===== src/rtl/sram_arbiter.sv =====
// Two-port round-robin arbiter in front of a single-port SRAM, with an optional
// bounded ownership lock for back-to-back bursts from one requester.
module sram_arbiter #(
  parameter int unsigned ADDR_W   = 32,
  parameter int unsigned DATA_W   = 32,
  parameter int unsigned MAX_LOCK = 16
) (
  input  logic              clk,
  input  logic              rst,

  input  logic              m0_req_i,
  input  logic              m0_we_i,
  input  logic [ADDR_W-1:0] m0_addr_i,
  input  logic [3:0]        m0_sel_i,
  input  logic [DATA_W-1:0] m0_data_i,
  input  logic              m0_lock_i,
  output logic              m0_ack_o,
  output logic [DATA_W-1:0] m0_data_o,

  input  logic              m1_req_i,
  input  logic              m1_we_i,
  input  logic [ADDR_W-1:0] m1_addr_i,
  input  logic [3:0]        m1_sel_i,
  input  logic [DATA_W-1:0] m1_data_i,
  input  logic              m1_lock_i,
  output logic              m1_ack_o,
  output logic [DATA_W-1:0] m1_data_o,

  output logic              sram_ce_o,
  output logic              sram_we_o,
  output logic [ADDR_W-1:0] sram_addr_o,
  output logic [3:0]        sram_sel_o,
  output logic [DATA_W-1:0] sram_data_o,
  input  logic [DATA_W-1:0] sram_data_i,

  output logic              busy_o
);

  localparam int unsigned CntW = $clog2(MAX_LOCK + 1);
  typedef logic [CntW-1:0] cnt_t;
  localparam cnt_t CntMax = cnt_t'(MAX_LOCK);

  typedef enum logic [1:0] {StIdle, StIssue, StResp} state_e;

  logic [1:0]        req, we, lock;
  logic [ADDR_W-1:0] addr  [2];
  logic [3:0]        sel   [2];
  logic [DATA_W-1:0] wdata [2];

  assign req      = {m1_req_i, m0_req_i};
  assign we       = {m1_we_i, m0_we_i};
  assign lock     = {m1_lock_i, m0_lock_i};
  assign addr[0]  = m0_addr_i;
  assign addr[1]  = m1_addr_i;
  assign sel[0]   = m0_sel_i;
  assign sel[1]   = m1_sel_i;
  assign wdata[0] = m0_data_i;
  assign wdata[1] = m1_data_i;

  state_e            state_q, state_d;
  logic              owner_q, owner_d;
  logic              last_grant_q, last_grant_d;
  logic              lock_on_q, lock_on_d;
  logic              lock_owner_q, lock_owner_d;
  cnt_t              lock_cnt_q, lock_cnt_d;
  logic              op_we_q, op_we_d;
  logic [1:0]        ack_q, ack_d;
  logic              ce_q, ce_d;
  logic              we_q, we_d;
  logic [ADDR_W-1:0] addr_q, addr_d;
  logic [3:0]        sel_q, sel_d;
  logic [DATA_W-1:0] wdata_q, wdata_d;

  logic held, grant, winner;

  always_comb begin
    state_d      = state_q;
    owner_d      = owner_q;
    last_grant_d = last_grant_q;
    lock_on_d    = lock_on_q;
    lock_owner_d = lock_owner_q;
    lock_cnt_d   = lock_cnt_q;
    op_we_d      = op_we_q;
    ack_d        = '0;
    ce_d         = 1'b0;
    we_d         = 1'b0;
    addr_d       = addr_q;
    sel_d        = sel_q;
    wdata_d      = wdata_q;
    held         = 1'b0;
    grant        = 1'b0;
    winner       = 1'b0;

    unique case (state_q)
      StIdle: begin
        // A lock survives only while its owner keeps asking and the burst bound is not hit.
        held = lock_on_q && lock[lock_owner_q] && req[lock_owner_q] && (lock_cnt_q != CntMax);
        if (held) begin
          grant  = 1'b1;
          winner = lock_owner_q;
        end else if (&req) begin
          grant  = 1'b1;
          winner = ~last_grant_q;
        end else if (req[0]) begin
          grant  = 1'b1;
          winner = 1'b0;
        end else if (req[1]) begin
          grant  = 1'b1;
          winner = 1'b1;
        end
        lock_on_d = held;
        if (grant) begin
          state_d      = StIssue;
          owner_d      = winner;
          last_grant_d = winner;
          op_we_d      = we[winner];
          ce_d         = 1'b1;
          we_d         = we[winner];
          addr_d       = addr[winner];
          sel_d        = sel[winner];
          wdata_d      = wdata[winner];
          // Count only grants that make the other port wait.
          if (!req[~winner]) lock_cnt_d = '0;
          else if (held)     lock_cnt_d = lock_cnt_q + cnt_t'(1);
          else               lock_cnt_d = cnt_t'(1);
        end else begin
          lock_cnt_d = '0;
        end
      end
      StIssue: begin
        state_d        = StResp;
        ack_d[owner_q] = 1'b1;
      end
      StResp: begin
        state_d = StIdle;
        if (lock[owner_q]) begin
          lock_on_d    = 1'b1;
          lock_owner_d = owner_q;
        end else begin
          lock_on_d  = 1'b0;
          lock_cnt_d = '0;
        end
      end
      default: state_d = StIdle;
    endcase
  end

  always_ff @(posedge clk or negedge rst) begin
    if (!rst) begin
      state_q      <= StIdle;
      owner_q      <= 1'b0;
      last_grant_q <= 1'b1;
      lock_on_q    <= 1'b0;
      lock_owner_q <= 1'b0;
      lock_cnt_q   <= '0;
      op_we_q      <= 1'b0;
      ack_q        <= '0;
      ce_q         <= 1'b0;
      we_q         <= 1'b0;
      addr_q       <= '0;
      sel_q        <= '0;
      wdata_q      <= '0;
    end else begin
      state_q      <= state_d;
      owner_q      <= owner_d;
      last_grant_q <= last_grant_d;
      lock_on_q    <= lock_on_d;
      lock_owner_q <= lock_owner_d;
      lock_cnt_q   <= lock_cnt_d;
      op_we_q      <= op_we_d;
      ack_q        <= ack_d;
      ce_q         <= ce_d;
      we_q         <= we_d;
      addr_q       <= addr_d;
      sel_q        <= sel_d;
      wdata_q      <= wdata_d;
    end
  end

  assign sram_ce_o   = ce_q;
  assign sram_we_o   = we_q;
  assign sram_addr_o = addr_q;
  assign sram_sel_o  = sel_q;
  assign sram_data_o = wdata_q;
  assign busy_o      = (state_q != StIdle);
  assign m0_ack_o    = ack_q[0];
  assign m1_ack_o    = ack_q[1];

  // Read data comes straight from the SRAM during the response cycle.
  assign m0_data_o = (state_q == StResp && owner_q == 1'b0 && !op_we_q) ? sram_data_i : '0;
  assign m1_data_o = (state_q == StResp && owner_q == 1'b1 && !op_we_q) ? sram_data_i : '0;

endmodule


===== config.mk =====
export PLATFORM = sky130hd
export DESIGN_NAME = sram_arbiter
export DESIGN_NICKNAME = d
export VERILOG_FILES = /design/src/rtl/sram_arbiter.sv
export SDC_FILE = /design/constraint.sdc
export NUM_CORES = 1
export LEC_CHECK = 0
export CAP_MARGIN = 40
export CORE_ASPECT_RATIO = 0.6
export CORE_MARGIN = 5
export CORE_UTILIZATION = 40
export CTS_BUF_LIST = sky130_fd_sc_hd__clkbuf_16
export DETAILED_ROUTE_END_ITERATION = 8
export HOLD_SLACK_MARGIN = 0.08
export PLACE_DENSITY = 0.84
export SYNTH_ARGS = -nofsm -noshare
export SYNTH_HDL_FRONTEND = slang
export SYNTH_SLANG_ARGS = --single-unit

===== constraint.sdc =====
create_clock -name clk -period 2.2 [get_ports clk]
set_clock_uncertainty 0.15 [all_clocks]
set_input_delay 0.44 -clock clk [delete_from_list [all_inputs] [get_ports clk]]
set_output_delay 0.44 -clock clk [all_outputs]
set_load 0.05 [all_outputs]

== Word level (Yosys, flattened, before mapping) ==
Index checks and enable logic that the tools add are counted.
Widths: inputs -> output; s select.
Word-level totals
  bits in registers: 84
  output and inout bits: 137
  bits of input ports: 176
  word-level logic and storage cells: 91
Operators by class
  $lt $le $gt $ge: 6
  muxes and demuxes: 46
  bitwise operators: 4
  reduce and logical (&&, ||, !) cells: 16
  equal/unequal tests: 5
  add/sub/neg operators: 1
Operator list (number)
  $mux 32: 8
  $mux 1: 25
  $mux 5: 4
  $mux 4: 3
  $pmux 5 s2: 1
  $logic_and 1x1->1: 8
  $lt 1x2->1 const B: 4
  $reduce_and 2->1: 4
  $add 5x1->5 const B: 1
  $ne 5x5->1 const B: 1
  $mux 2: 2
  $ne 2x2->1 const B: 2
  $pmux 2 s2: 1
  $reduce_bool 2->1: 2
  $not 1->1: 3
  $eq 2x1->1 const B: 1
  $eq 2x2->1 const B: 1
  $ge 2x2->1 const B: 1
  $logic_not 2->1: 1
  $not 1->2: 1
  $pmux 1 s2: 1
  $demux 1 s1: 1
  $ge 1x1->1 const B: 1
  $logic_not 1->1: 1

== Depth between registers and ports, before layout ==
Gate-level depths: netlist of run 1.
  depth after elaboration: 13
  depth in mapped cells: 8
  gate-level depth less buffers: 6

== Least setup slack after synthesis of run 1 ==
No wires, ideal clock.
  kind: flip-flop to output port
  start: register state_q[1]
  end: output port m0_data_o[10]
  setup slack: -15 ps
  buffers on the path: 1
  data required time: 1610 ps
  stages on the path, launching flop included: 5
  data arrival time: 1625 ps
  cell sequence: dfrtp_1 > nor2b_1 > nor3b_1 > clkbuf_1 > and2_1
Between the ends
  cells in the longest elaborated chain, start to end: 4
RTL lines
  start, declared: RTL line 60  | state_e state_q, state_d;
  start signal, assigned: RTL line 150  | state_q <= StIdle;
  start signal, assigned: RTL line 164  | state_q <= state_d;
  $eq 2x2->1: RTL line 190  | assign m0_data_o = (state_q == StResp && owner_q == 1'b0 && !op_we_q) ? sram_data_i : '0;
  $logic_and 1x1->1 (2 in a row): RTL line 190
  $mux 32: RTL line 190
  end, declared: RTL line 18  | output logic [DATA_W-1:0] m0_data_o,
Every way passes these cells.

== Final worst setup path of run 1 ==
  start: register state_q[0]
  end: output port m0_data_o[10]
Same word-level chain as after synthesis.

==> impl_metrics.ini, run 1 <==
[critical_path]
end_kind = output port
crit_chain = nor2b_4 -> nor3b_4 -> buf_6 -> buf_8 -> and2_4 -> buf_12
crit_family = simple AND/OR/NAND/NOR gates
arrival_ps = 1790
crit_start = state_q[0]$_DFFE_PN0P_
crit_path_start_kind = register
slowest_delay_ps = 410
cp_num_buf_inv = 3
critPathKind = register to output port
crit_fanout = 8
r2r-start = lock_cnt_q[0]$_DFFE_PN0P_
required_ps = 1610
slowest_stage = dfrtp_1

[clock_tree]
cts_max_level = 3
cts.root.buffer_cell = clkbuf_16
clock_latency_ps = 330
cts_buffers = 9
cts_tree = built
numClockSinks = 84
clk_pin_slew_worst_paths_ps = 70
cts_max_path_buffers = 2

[logic_synthesis]
yosysMostFrequentCell = nor3_1
synthTopCellsByCount = nor3_1 (138), dfrtp_1 (83), or3_1 (70), o22ai_1 (69), and2_1 (65)
ys_warn_count = 0
synth_area_leader_cell = dfrtp_1
ys_seq_area_frac = 0.3583
synthAdderAreaFrac = 0.004263
synth_edf_count = 0
avgSynthCellArea_sq_um = 9.260
yosys-top-cells-area = dfrtp_1 (35%), a2111oi_2 (16%), nor3_1 (12%), or3_1 (7.5%), o22ai_1 (7.4%)
synth_xor_area_frac = 0.002984
synth_top_family_by_area = simple AND/OR/NAND/NOR gates
netlist_area_sq_mm = 0.005871
yosys.area.top_type_share = 0.3538
async_reset_ff_frac = 1.000
synth_nets = 812
synth_compound_area_frac = 0.2675
synthMuxAreaShare = 0.001918
syn_inst = 634
ys_seq_elements = 84
ys_types = 41
synthFlopType = dfrtp_1
synthSimpleGateAreaFrac = 0.2939

[route]
wl_mm = 28.15
wl_per_cell_microns = 24.57
drt.antenna.violating_nets = 0
drtIter0Drc = 502
vias_per_cell = 6.175
dr.pass1.iters = 5
drc = 0
dr_total_vias = 7076

[global_routing]
gr-total-overflow = 0
grt_pass1_wl_mm = 43.21
grt_use_total = 0.3118
grt_pass1_vias = 7221
antenna_found_initial = 2
grt_max_degree = 85

[layout]
nets = 1120
drive_gt1_frac = 0.3242
fill_cells = 914
fin_util = 0.7669
syn2layout_area_growth_pct = 88.39

[floorplanning]
die_area_sq_mm = 0.01728
start_util = 0.4071
core_area_sq_mm = 0.01442
io-pin-count = 313
die_y_microns = 103.8
rows = 34
die_w_microns = 166.4

[worst_hold_path]
hold_class = register to register
min_from = last_grant_q$_DFFE_PN1P_

[sta]
whs_ps = 378.2
slew_violations = 0
worst_pin_slew_ps = 558.4
finalSetupViolCount = 64
worst_slack_ps = -180.0
fmax_mhz = 420.2
fin_crit_ps = 2380
finalHoldViolCount = 0
slew_headroom = 0.6266
period_share = 1.082
rsz0062_at_grt = true

[placed_design]
gp_congestion = 0.8429
place.detailed.hpwl_mm = 19.03
portBuffers = 312

[flow_run]
maxCapViolations = 0

[status]
violations = negative setup slack
status = finished, violations left

[power]
p_leak_uw = 0.004022
power_uw = 14160
vdd_ir_drop_max_v = 0.0007128
p_per_area_mw_per_mm2 = 1281
[worst paths after layout]
kind                                                     to  slack [ps]  depth (start not counted)
min in group asynchronous       sram_addr_o[19]$_DFFE_PN0P_         510                          3
worst max-delay path                          m0_data_o[10]        -180                          6
worst max register to register  sram_data_o[10]$_DFFE_PN0P_          70                          7
worst min register to register     last_grant_q$_DFFE_PN1P_         380                          2
worst min-delay path               last_grant_q$_DFFE_PN1P_         380                          2
max in group asynchronous             lock_on_q$_DFFE_PN0P_         970                          3
[placed cells by master (no fill, tap or decap), types with 3 or more instances in the layout]
cell type | Yosys | layout
a2111oi_2 | 63 | 53
a2111oi_4 | 0 | 14
a22o_1 | 3 | 3
and2_4 | 0 | 64
buf_12 | 0 | 90
buf_4 | 7 | 47
buf_8 | 0 | 3
clkbuf_16 | 0 | 9
clkdlybuf4s50_1 | 0 | 234
dfrtp_1 | 83 | 82
inv_1 | 7 | 5
nand3_1 | 4 | 3
nor2_1 | 8 | 7
nor3_1 | 138 | 138
o22ai_1 | 69 | 69
or3_1 | 70 | 70
[kinds of logic after synthesis]
group,after synthesis
multiplexers,1
AO/OA/AOI/OAI,155
flip-flops,84
AND/OR/NAND/NOR,303
adder cells (fa/ha/maj),2
buffers and inverters,87
XOR/XNOR,2
[tightest hold or removal path: stages (launching register included)]
cell     delay (ps)
dfstp_2         380
nor2_1          100
nor2_1           50
[flip-flops by register name, indices dropped and copies added (netlist names)]
register      flops
sram_addr_o      32
ack_q             2
last_grant_q      1
sram_sel_o        4
sram_ce_o         1
state_q           2
lock_cnt_q        5
lock_on_q         1
sram_we_o         1
lock_owner_q      1
op_we_q           1
sram_data_o      32
owner_q           1
[layer usage]
metal  track usage  part of all wire  vias to the layer above
met1        0.3821              0.37                     3469
li1              -                 -                     3086
met3       0.09022             0.098                       70
met5             0           0.00043                        -
met4        0.1162             0.037                        2
met2        0.5232              0.49                      449
[layout make-up]
class | count | area (sq um) | share of cell area
Timing Repair Buffer | 377 | 4574 | 0.4136
Multi-Input combinational cell | 463 | 3774 | 0.3412
Sequential cell | 84 | 2105 | 0.1903
Tap cell | 198 | 247.7 | 0.02240
Clock buffer | 9 | 225.2 | 0.02036
Clock inverter | 7 | 105.1 | 0.009503
Inverter | 7 | 26.28 | 0.002376
Antenna cell | 1 | 2.502 | 0.0002263
[metrics by stage]
stage          instance area [sq um]  instances  TNS [ps]  setup WS (ps)
6_report                       11060       1146     -5972         -180.0
5_1_grt                        11060       1146     -9541         -241.4
4_1_cts                        10860       1146     -1641         -63.54
3_5_place_dp                   10290       1124    -13000         -254.5
3_3_place_gp                   10290       1124     -7317         -136.0
2_1_floorplan                   5908        634         0          111.5
[what timing repair did]
item | 4_1_cts | 5_1_grt
endpoints found under the hold margin | 83 | 0
cloned | 2 | 0
endpoints found under the setup margin | 67 | 80
hold buffers | 1 | 0
pin swaps | 26 | 15
setup buffers | 3 | 0
resized for setup | 85 | 24
[power breakdown]
group	switching (uW)	leakage, uW	total (uW)	internal (uW)
clock network	687	0.000164	1700	1020
logic	5930	0.00291	9680	3750
registers	498	0.000948	2780	2280
No activity file was read; power rests on OpenSTA's default activity.
==> run 2: changes to the inputs <==
--- a/config.mk
+++ b/config.mk
@@ -11,6 +11,7 @@
 export CORE_UTILIZATION = 40
 export CTS_BUF_LIST = sky130_fd_sc_hd__clkbuf_16
 export DETAILED_ROUTE_END_ITERATION = 8
+export GPL_TIMING_DRIVEN = 0
 export HOLD_SLACK_MARGIN = 0.08
 export PLACE_DENSITY = 0.84
 export SYNTH_ARGS = -nofsm -noshare
==> impl_metrics.ini, run 2 (synthesized netlist as in run 1, its figures left out) <==
[clock_tree]
numClockSinks = 84
cts_buffers = 9
clock_latency_ps = 340
cts.root.buffer_cell = clkbuf_16
cts_max_level = 3
cts_tree = built
clk_pin_slew_worst_paths_ps = 60
cts_max_path_buffers = 2

[layout]
mostFrequentLayoutCells = clkdlybuf4s50_1 (242), nor3_1 (131), dfrtp_1 (81)
final_cells = 1179
drive_gt1_frac = 0.3180
mostFrequentLayoutCell = clkdlybuf4s50_1
nets = 1152
syn2layout_area_growth_pct = 89.56

[worst_hold_path]
hold_class = register to register

[power]
p_leak_uw = 0.003999
p_per_area_mw_per_mm2 = 1272
vdd_ir_drop_max_v = 0.0007755
power_uw = 14160

[global_routing]
grt_pass1_wl_mm = 42.37
gr-total-overflow = 0
antenna_found_initial = 3
grt_pass1_vias = 7083
grt_use_total = 0.3073
grt_max_degree = 62

[floorplanning]
rows = 34
die_y_microns = 103.8
io-pin-count = 313
core_area_sq_mm = 0.01442
die_area_sq_mm = 0.01728
start_util = 0.4071
die_w_microns = 166.4

[sta]
worst_pin_slew_ps = 594.3
fin_crit_ps = 2353
tns_ps = -6191
period_share = 1.070
fmax_mhz = 424.9
slew_headroom = 0.6026
finalSetupViolCount = 67
slew_violations = 0
worst_slack_ps = -153.4
rsz0062_at_grt = true
finalHoldViolCount = 0

[route]
vias_per_cell = 6.114
drt.antenna.violating_nets = 0
drc = 0
dr_total_vias = 7208
drtIter0Drc = 611
dr.pass1.iters = 5
wl_per_cell_microns = 25.89
wl_mm = 30.52

[status]
violations = negative setup slack
status = finished, violations left

[placed_design]
place.detailed.hpwl_mm = 19.96
portBuffers = 312
gp_congestion = 0.9366
pre_cts_slack_ps = -951.9
post-place-cells = 1145

[flow_run]
maxCapViolations = 0

[critical_path]
crit_fanout = 6
r2r-start = state_q[0]$_DFFE_PN0P_
end_kind = output port
worstReg2RegEnd = sram_sel_o[3]$_DFFE_PN0P_
crit_path_start_kind = register
arrival_ps = 1760
critPathKind = register to output port
required_ps = 1610
regToRegSetupSlack_ps = -30
crit_start = state_q[0]$_DFFE_PN0P_
cp-endpoint = m0_data_o[18]
worstRegToRegCells = 8
==> run 2: cell count changes in the layout (fill, tap and decap cells not counted), sizes merged, moves of 2 or more <==
cell	change
buf	-21
clkbuf	+41
clkdlybuf4s50	+8
diode	+2
dlygate4sd2	+2
dlymetal6s2s	+2
inv	-3
==> run 2: final cells by class <==
cell class | instances | area (sq um)
Antenna cell | 3 | 7.507
Multi-Input combinational cell | 463 | 4283
Clock buffer | 9 | 225.2
Timing Repair Buffer | 330 | 3600
Sequential cell | 84 | 2106
Clock inverter | 6 | 80.08
Buffer | 79 | 550.5
Tap cell | 198 | 247.7
Inverter | 7 | 28.78
Fill cell | 887 | 3293
==> run 2: repair_timing <==
item	4_1_cts	5_1_grt
gates resized for setup	583	179
hold buffers	1	0
gates cloned	4	0
setup buffers	11	1
pin swaps	28	19
setup endpoints to repair	140	132
hold endpoints to repair	23	0
==> run 2: through the flow <==
step | area [sq um] | util | hold WS (ps)
global placement | 9279 | 0.6434 | 359.8
CTS | 10220 | 0.7085 | 373.5
finish | 11130 | 0.7716 | 372.8
detailed placement | 9304 | 0.6452 | 228.5
floorplan | 5908 | - | -5.591
global route | 11130 | 0.7716 | 411.1
==> run 2: worst min path at each step <==
stage / start / end / slack (ps) / cells after the start
2_1_floorplan: rst / ack_q[0]$_DFF_PN0_ / -6 / 0
3_3_place_gp: last_grant_q$_DFFE_PN1P_ / last_grant_q$_DFFE_PN1P_ / 360 / 2
3_5_place_dp: rst / sram_addr_o[24]$_DFFE_PN0P_ / 230 / 1
4_1_cts: last_grant_q$_DFFE_PN1P_ / last_grant_q$_DFFE_PN1P_ / 370 / 2
5_1_grt: last_grant_q$_DFFE_PN1P_ / last_grant_q$_DFFE_PN1P_ / 410 / 2
6_report: last_grant_q$_DFFE_PN1P_ / last_grant_q$_DFFE_PN1P_ / 370 / 2
==> run 2: power breakdown <==
group | switching (uW) | internal (uW) | leakage (uW) | total (uW)
Clock | 648 | 980 | 0.000146 | 1630
Sequential | 498 | 2290 | 0.000947 | 2780
Combinational | 6220 | 3520 | 0.00291 | 9750
Total | 7370 | 6790 | 0.00400 | 14200
==> run 2: routing by layer <==
layer	part of all wire	up-vias	GRT usage
met3	0.096	69	0.1009
met5	0	-	0
met4	0.036	0	0.08698
met2	0.49	434	0.5029
met1	0.38	3549	0.3905
li1	-	3156	-
==> run 2: critical path: stages (launching register included) <==
cell and delay, ps:
dfrtp_2 420, nor2b_4 140, nor3b_4 250, buf_6 190, buf_8 120, and2_4 150, buf_8 140
